## config.mk

```make
export PLATFORM = sky130hd
export DESIGN_NAME = seg7_scan_driver_flat
export DESIGN_NICKNAME = d
export VERILOG_FILES = /design/src/rtl/seg7_pkg.sv /design/src/rtl/seg7_scan_driver_if.sv /design/src/rtl/seg7_bcd_split.sv /design/src/rtl/seg7_scan_driver.sv /design/src/flat_wrapper.sv
export SDC_FILE = /design/constraint.sdc
export NUM_CORES = 1
export LEC_CHECK = 0
export CORE_AREA = 10 10 90 92
export DETAILED_ROUTE_END_ITERATION = 7
export DIE_AREA = 0 0 100 102
export HOLD_SLACK_MARGIN = 0.05
export PLACE_DENSITY = 0.71
export SLEW_MARGIN = 10
export SYNTH_ARGS = -nofsm -noshare
export SYNTH_HDL_FRONTEND = slang
export SYNTH_SLANG_ARGS = --single-unit
export TNS_END_PERCENT = 100
```

## constraint.sdc

```tcl
create_clock -name clk -period 3.4 [get_ports clk]
set_input_delay 0.68 -clock clk [delete_from_list [all_inputs] [get_ports clk]]
set_output_delay 0.68 -clock clk [all_outputs]
set_load 0.02 [all_outputs]
```

## src/rtl/seg7_pkg.sv

```systemverilog
// Shared segment patterns, digit positions and digit-code type for the 7-segment scan driver.
// Pure constants/functions: no latency, no flow control.
package seg7_pkg;

    // Patterns are {dp,g,f,e,d,c,b,a}, active-high; dp is never set here.
    localparam logic [7:0] SEG_0     = 8'h3F;
    localparam logic [7:0] SEG_1     = 8'h06;
    localparam logic [7:0] SEG_2     = 8'h5B;
    localparam logic [7:0] SEG_3     = 8'h4F;
    localparam logic [7:0] SEG_4     = 8'h66;
    localparam logic [7:0] SEG_5     = 8'h6D;
    localparam logic [7:0] SEG_6     = 8'h7D;
    localparam logic [7:0] SEG_7     = 8'h07;
    localparam logic [7:0] SEG_8     = 8'h7F;
    localparam logic [7:0] SEG_9     = 8'h6F;
    localparam logic [7:0] SEG_BLANK = 8'h00;
    localparam logic [7:0] SEG_DASH  = 8'h40;

    localparam int SEG_DP_BIT = 7;

    // Digit positions in the full six-digit order; a four-digit display starts at POS_M1.
    localparam logic [2:0] POS_S1  = 3'd0;
    localparam logic [2:0] POS_S10 = 3'd1;
    localparam logic [2:0] POS_M1  = 3'd2;
    localparam logic [2:0] POS_M10 = 3'd3;
    localparam logic [2:0] POS_H1  = 3'd4;
    localparam logic [2:0] POS_H10 = 3'd5;

    typedef struct packed {
        logic [3:0] val;
        logic       blank;
        logic       dash;
    } digit_code_t;

    function automatic logic [7:0] seg_encode(input digit_code_t code);
        logic [7:0] pat;
        pat = SEG_BLANK;
        if (code.dash) begin
            pat = SEG_DASH;
        end else if (!code.blank) begin
            case (code.val)
                4'd0:    pat = SEG_0;
                4'd1:    pat = SEG_1;
                4'd2:    pat = SEG_2;
                4'd3:    pat = SEG_3;
                4'd4:    pat = SEG_4;
                4'd5:    pat = SEG_5;
                4'd6:    pat = SEG_6;
                4'd7:    pat = SEG_7;
                4'd8:    pat = SEG_8;
                4'd9:    pat = SEG_9;
                default: pat = SEG_BLANK;
            endcase
        end
        return pat;
    endfunction

endpackage

```

## src/rtl/seg7_scan_driver_if.sv

```systemverilog
// Time-field inputs and pin-level outputs of the 7-segment scan driver.
// Plain wires: no latency, no flow control (the display side never stalls).
interface seg7_scan_driver_if #(
    parameter int NUM_DIGITS = 6
);
    logic [5:0]            seconds;
    logic [5:0]            minutes;
    logic [4:0]            hours;
    logic                  enable;
    logic [7:0]            segment_out;
    logic [NUM_DIGITS-1:0] digit_en;
    logic                  frame_start;

    modport master (
        output seconds, minutes, hours, enable,
        input  segment_out, digit_en, frame_start
    );

    modport slave (
        input  seconds, minutes, hours, enable,
        output segment_out, digit_en, frame_start
    );
endinterface

```

## src/rtl/seg7_bcd_split.sv

```systemverilog
// Combinational 6-bit binary to two BCD digits by compare-subtract, plus a range flag against MAX.
// Zero latency, no flow control.
module seg7_bcd_split #(
    parameter int MAX = 59
) (
    input  logic [5:0] value,
    output logic [3:0] tens,
    output logic [3:0] ones,
    output logic       out_of_range
);

    logic [5:0] rem;

    // Three weighted steps (40/20/10) cover the whole 0..63 input range.
    always_comb begin
        rem  = value;
        tens = 4'd0;
        if (rem >= 6'd40) begin
            rem  = rem - 6'd40;
            tens = tens + 4'd4;
        end
        if (rem >= 6'd20) begin
            rem  = rem - 6'd20;
            tens = tens + 4'd2;
        end
        if (rem >= 6'd10) begin
            rem  = rem - 6'd10;
            tens = tens + 4'd1;
        end
        ones         = rem[3:0];
        out_of_range = (value > 6'(MAX));
    end

endmodule

```

## src/rtl/seg7_scan_driver.sv

```systemverilog
// Time-multiplexed 7-segment driver: per-frame snapshot, BCD split, blank interval, colon, dashes.
// All pins registered one cycle after cnt/idx; free-running scan, no backpressure.
module seg7_scan_driver
    import seg7_pkg::*;
#(
    parameter int NUM_DIGITS     = 6,
    parameter int SCAN_DIV       = 50000,
    parameter int BLANK_CYCLES   = 500,
    parameter bit SEG_ACTIVE_LOW = 1'b1,
    parameter bit DIG_ACTIVE_LOW = 1'b1,
    parameter bit HOUR_LZ_BLANK  = 1'b1,
    parameter bit COLON_BLINK    = 1'b1
) (
    input  logic                clk,
    input  logic                rst,
    seg7_scan_driver_if.slave   bus
);

    if (NUM_DIGITS != 4 && NUM_DIGITS != 6) begin : g_bad_num_digits
        $error("seg7_scan_driver: NUM_DIGITS must be 4 or 6");
    end
    if (SCAN_DIV < 2) begin : g_bad_scan_div
        $error("seg7_scan_driver: SCAN_DIV must be at least 2");
    end
    if (BLANK_CYCLES < 0 || BLANK_CYCLES >= SCAN_DIV) begin : g_bad_blank
        $error("seg7_scan_driver: BLANK_CYCLES must be below SCAN_DIV");
    end

    localparam int CNT_W = $clog2(SCAN_DIV);
    localparam int IDX_W = $clog2(NUM_DIGITS);

    localparam logic [CNT_W-1:0]      CNT_LAST   = CNT_W'(SCAN_DIV - 1);
    localparam logic [CNT_W-1:0]      BLANK_END  = CNT_W'(BLANK_CYCLES);
    localparam logic [IDX_W-1:0]      IDX_LAST   = IDX_W'(NUM_DIGITS - 1);
    localparam logic [2:0]            POS_OFFSET = (NUM_DIGITS == 6) ? 3'd0 : 3'd2;
    localparam logic [7:0]            SEG_OFF    = SEG_ACTIVE_LOW ? 8'hFF : 8'h00;
    localparam logic [NUM_DIGITS-1:0] DIG_OFF    = DIG_ACTIVE_LOW ? '1 : '0;

    logic [CNT_W-1:0]      cnt;
    logic [IDX_W-1:0]      idx;
    logic                  started;
    logic [5:0]            snap_sec;
    logic [5:0]            snap_min;
    logic [4:0]            snap_hr;
    logic                  frame_start_q;
    logic [7:0]            seg_q;
    logic [NUM_DIGITS-1:0] dig_q;

    logic                  cnt_wrap;
    logic                  idx_wrap;
    logic                  snap_load;
    logic                  lit;
    logic [2:0]            pos;
    logic                  dp_on;
    digit_code_t           code;
    logic [7:0]            seg_lvl;
    logic [NUM_DIGITS-1:0] dig_sel;

    logic [3:0] sec_tens, sec_ones, min_tens, min_ones, hr_tens, hr_ones;
    logic       sec_oor, min_oor, hr_oor;

    seg7_bcd_split #(.MAX(59)) u_sec_split (
        .value(snap_sec), .tens(sec_tens), .ones(sec_ones), .out_of_range(sec_oor)
    );
    seg7_bcd_split #(.MAX(59)) u_min_split (
        .value(snap_min), .tens(min_tens), .ones(min_ones), .out_of_range(min_oor)
    );
    seg7_bcd_split #(.MAX(23)) u_hr_split (
        .value({1'b0, snap_hr}), .tens(hr_tens), .ones(hr_ones), .out_of_range(hr_oor)
    );

    assign cnt_wrap  = (cnt == CNT_LAST);
    assign idx_wrap  = (idx == IDX_LAST);
    // First cycle out of reset also loads, so frame 0 never shows the cleared snapshot.
    assign snap_load = !started || (cnt_wrap && idx_wrap);

    always_comb begin
        code       = '0;
        code.blank = 1'b1;
        pos        = 3'(idx) + POS_OFFSET;
        case (pos)
            POS_S1:  begin code.val = sec_ones; code.blank = 1'b0; code.dash = sec_oor; end
            POS_S10: begin code.val = sec_tens; code.blank = 1'b0; code.dash = sec_oor; end
            POS_M1:  begin code.val = min_ones; code.blank = 1'b0; code.dash = min_oor; end
            POS_M10: begin code.val = min_tens; code.blank = 1'b0; code.dash = min_oor; end
            POS_H1:  begin code.val = hr_ones;  code.blank = 1'b0; code.dash = hr_oor;  end
            POS_H10: begin
                code.val   = hr_tens;
                code.blank = HOUR_LZ_BLANK && (hr_tens == 4'd0) && !hr_oor;
                code.dash  = hr_oor;
            end
            default: code.blank = 1'b1;
        endcase

        dp_on = ((pos == POS_H1) || ((pos == POS_M1) && (NUM_DIGITS == 6)))
                && (COLON_BLINK ? ~snap_sec[0] : 1'b1);

        seg_lvl             = seg_encode(code);
        seg_lvl[SEG_DP_BIT] = dp_on;

        dig_sel = NUM_DIGITS'(1) << idx;
        lit     = bus.enable && (cnt >= BLANK_END);
    end

    always_ff @(posedge clk) begin
        if (rst) begin
            cnt           <= '0;
            idx           <= '0;
            started       <= 1'b0;
            snap_sec      <= '0;
            snap_min      <= '0;
            snap_hr       <= '0;
            frame_start_q <= 1'b0;
            seg_q         <= SEG_OFF;
            dig_q         <= DIG_OFF;
        end else begin
            cnt <= cnt_wrap ? '0 : cnt + 1'b1;
            if (cnt_wrap) begin
                idx <= idx_wrap ? '0 : idx + 1'b1;
            end
            started       <= 1'b1;
            frame_start_q <= snap_load;
            if (snap_load) begin
                snap_sec <= bus.seconds;
                snap_min <= bus.minutes;
                snap_hr  <= bus.hours;
            end
            seg_q <= (lit ? seg_lvl : 8'h00) ^ SEG_OFF;
            dig_q <= (lit ? dig_sel : '0) ^ DIG_OFF;
        end
    end

    assign bus.segment_out = seg_q;
    assign bus.digit_en    = dig_q;
    assign bus.frame_start = frame_start_q;

endmodule

```

## src/flat_wrapper.sv

```systemverilog
// flat-port wrapper written by rule: the top's interface ports become plain ports
module seg7_scan_driver_flat import seg7_pkg::*;
#(
    parameter int NUM_DIGITS     = 6,
    parameter int SCAN_DIV       = 50000,
    parameter int BLANK_CYCLES   = 500,
    parameter bit SEG_ACTIVE_LOW = 1'b1,
    parameter bit DIG_ACTIVE_LOW = 1'b1,
    parameter bit HOUR_LZ_BLANK  = 1'b1,
    parameter bit COLON_BLINK    = 1'b1
)
  (clk, rst, bus_seconds, bus_minutes, bus_hours, bus_enable, bus_segment_out, bus_digit_en, bus_frame_start);
  seg7_scan_driver_if #(.NUM_DIGITS(NUM_DIGITS)) bus_i ();
  input  logic clk;
  input  logic rst;
  input wire logic [$bits(bus_i.seconds)-1:0] bus_seconds;
  input wire logic [$bits(bus_i.minutes)-1:0] bus_minutes;
  input wire logic [$bits(bus_i.hours)-1:0] bus_hours;
  input wire logic [$bits(bus_i.enable)-1:0] bus_enable;
  output wire logic [$bits(bus_i.segment_out)-1:0] bus_segment_out;
  output wire logic [$bits(bus_i.digit_en)-1:0] bus_digit_en;
  output wire logic [$bits(bus_i.frame_start)-1:0] bus_frame_start;
  assign bus_i.seconds = bus_seconds;
  assign bus_i.minutes = bus_minutes;
  assign bus_i.hours = bus_hours;
  assign bus_i.enable = bus_enable;
  assign bus_segment_out = bus_i.segment_out;
  assign bus_digit_en = bus_i.digit_en;
  assign bus_frame_start = bus_i.frame_start;
  seg7_scan_driver #(.NUM_DIGITS(NUM_DIGITS), .SCAN_DIV(SCAN_DIV), .BLANK_CYCLES(BLANK_CYCLES), .SEG_ACTIVE_LOW(SEG_ACTIVE_LOW), .DIG_ACTIVE_LOW(DIG_ACTIVE_LOW), .HOUR_LZ_BLANK(HOUR_LZ_BLANK), .COLON_BLINK(COLON_BLINK)) u_core (.clk(clk), .rst(rst), .bus(bus_i));
endmodule
```

==> summary.txt <==
status: finished, final reports clean
Detail Route Antenna Nets: 0
Cell Pwr Density: 363.8 nW/µm²
Final Hold Viols: 0
number of synthesized register bits: 52
Detail Placement HPWL: 5229 µm
critical path capture point type: flip-flop
Final #Nets: 468
worst hold endpoint: u_core.bus.frame_start
R2R cell count: 15
Sw Share: 30.37%
Reg2Reg Setup Slack: 0.25 ns
largest net degree at the start of global routing: 28
P_leak: 1.462 nW
internal cell power: 938.5 µW
Initial DRT Pass Iterations: 5
gr ovfl total: 0
Worst slew margin: 49.13%
synth unique cells: 61
kind of cell adding the most delay to the critical path: compound AO/OA/AOI/OAI gates
TritonCTS Buffers: 5
Mapped Avg Cell Area: 7.899 µm²
hold_sp: u_core.started
via density per instance: 5.574
DRC viols: 0
critical path arrival: 3.35 ns
Mapped Area: 3104 µm²
Final Slew Violations: 0
Hold Path Depth: 1
Seq pwr share: 47.9%
Final Cycle Share: 92.65%
cell chain of the critical path: buf_4 > nand3_1 > o21a_1 > ha_1 > inv_1 > a221o_2 > a221o_2 > and3b_1 > a311oi_2 > nand2_2 > inv_2 > ha_1 > inv_1 > a2bb2o_1 > nand2_1
synthesis warning total: 0
critical path data required time: 3.60 ns
initial antenna violation count: 0
sequential area share after synthesis: 33.53%
Core ar.: 6277 µm²
Hold Path Class: reg -> reg
Worst setup SP type: flip-flop
root buffer cell: clkbuf_8
Post-synth EDFFs: 0
setup ws final: 0.2499 ns
Setup violations, final: 0
via count: 2837
latest clock arrival within the worst-skew pair: 0.31 ns
Clock Skew: 0.007131 ns
Total GRT Usage: 13.74%
critical path class: reg -> reg
RR Endpoint: u_core.bus.segment_out[4]
CTS tree: built
I/O pin total: 35
most common cell after layout, fill and taps aside: nor2_1
antenna cells: 0
Fin Hold WS: 0.4598 ns
Die ar.: 10200 µm²
Synth async-reset ratio: 0%
Crit Reg-Reg Startpoint: u_core.snap_sec[4]
worst path bufs/invs: 4
first-pass GRT wire length: 11850 µm
Pwr Total: 1.348 mW
CTS Hold Buffers Added: 0
RSZ-0062 raised after global routing: no
maximum VDD drop: 0.2177 mV
layout cells sized above 1: 9.259%
maximum fanout along the worst path: 9
maximum capacitance violations: 0
Gate power share: 25.0%
chip width: 100 µm
post-layout util: 59.02%
Final min period: 3.150 ns
clock sinks: 52
post-synthesis cell count: 393
clock transition at the registers of the reported paths: 0.10 ns
GPL Wtd Cong: 0.9243
TNS Setup: 0 ns
commonest non-fill, non-tap cells in the layout: 59 x nor2_1, 51 x dfxtp_1, 34 x clkdlybuf4s50_1, 29 x nand2_1
pre-CTS setup slack: 0.1447 ns
Filler cells: 609
highest clock rate: 317.5 MHz
Slew @ Worst Pin: 0.7614 ns
Initial DRC Count: 194
CTS max path bufs: 2
I/O Buffers: 34
Routed WL per cell: 14.09 µm
row cnt: 29
Synth-to-Final Area Change: 19.35%
Starting Density: 49.45%
vias in the first global route: 2561
dominant synthesized flop cell: dfxtp_1
Sw Pwr: 409.3 µW
Largest stage delay, worst path: 0.42 ns
clock network power share: 27.1%
slowest CP cell: a221o_2
H-tree depth: 2
final WL: 7170 µm
synthesized net count: 430
Die Ht: 102 µm
what timing repair did:
item,4_1_cts,5_1_grt
setup endpoints to repair,0,7
endpoints found under the hold margin,0,0
resized for setup,0,6
buffers inserted,0,6
kinds of logic after synthesis:
kind of cell / share of synthesized area (%)
xor gates and xnor gates: 4.796
AOI/OAI and AO/OA: 19.11
muxes: 4.554
DFF: 33.53
buffers and inverters: 6.247
adders and majority gates: 6.852
and+or+nand+nor: 24.91
registers in the layout (all words and copies together) (netlist names):
register                flops
u_core.bus.digit_en         6
u_core.started              1
u_core.idx                  3
u_core.snap_min             6
u_core.snap_sec             6
u_core.bus.frame_start      1
u_core.bus.segment_out      8
u_core.snap_hr              5
u_core.cnt                 16
worst max path at each step:
stage | slack, ns | cells past startpoint | start | end
6_report | 0.25 | 15 | u_core.snap_sec[4] | u_core.bus.segment_out[4]
5_1_grt | 0.01 | 13 | u_core.snap_sec[3] | u_core.bus.segment_out[3]
4_1_cts | 0.1 | 13 | u_core.snap_sec[3] | u_core.bus.segment_out[0]
3_5_place_dp | 0.14 | 13 | u_core.snap_sec[3] | u_core.bus.segment_out[0]
3_3_place_gp | 0.28 | 13 | u_core.snap_min[4] | u_core.bus.segment_out[6]
2_1_floorplan | 0.30 | 15 | u_core.snap_sec[5] | u_core.bus.segment_out[4]
power by group through the flow:
stage	clock network (mW)	logic, mW	registers, mW
2_1_floorplan	0	0.224	0.650
3_3_place_gp	0	0.285	0.659
3_5_place_dp	0	0.293	0.659
4_1_cts	0.379	0.295	0.645
5_1_grt	0.406	0.375	0.648
6_report	0.365	0.337	0.645
layout make-up:
cell class / count / area, µm² / area share (%)
clock buffers: 5 / 68.82 / 1.857
well taps: 77 / 96.34 / 2.600
clock inverters: 3 / 22.52 / 0.6079
flip-flops and latches: 52 / 1042 / 28.13
repair buffers: 50 / 464.2 / 12.53
multi-input cells: 292 / 1898 / 51.23
inverters: 30 / 112.6 / 3.040
synthesized netlist by cell type, types with 7 or more instances:
| master | n | share of area, % |
|---|---|---|
| dfxtp_1 | 52 | 34 |
| clkbuf_1 | 13 | 1.6 |
| nand2_1 | 29 | 3.5 |
| mux2i_1 | 13 | 4.2 |
| o21ai_0 | 13 | 2.1 |
| nand3_1 | 13 | 2.1 |
| inv_1 | 29 | 3.5 |
| ha_1 | 17 | 6.9 |
| xnor2_1 | 7 | 2.0 |
| xor2_1 | 10 | 2.8 |
| a21oi_1 | 28 | 4.5 |
| nor2_1 | 59 | 7.1 |
| nor3_1 | 9 | 1.5 |
stage by stage:
stage / instance area, µm² / instances
2_1_floorplan: 3104 / 393
3_3_place_gp: 3535 / 495
3_5_place_dp: 3535 / 495
4_1_cts: 3626 / 503
5_1_grt: 3705 / 509
6_report: 3705 / 509
per-layer routing:
metal / up-vias / track usage [%] / share of wire (%)
met5: - / 0 / 0
met4: 0 / 4.674 / 1.8
met3: 12 / 3.171 / 5.5
met2: 82 / 21.60 / 46
met1: 1309 / 18.13 / 47
li1: 1434 / - / -
Note: power is estimated with default switching activity, not from simulation.
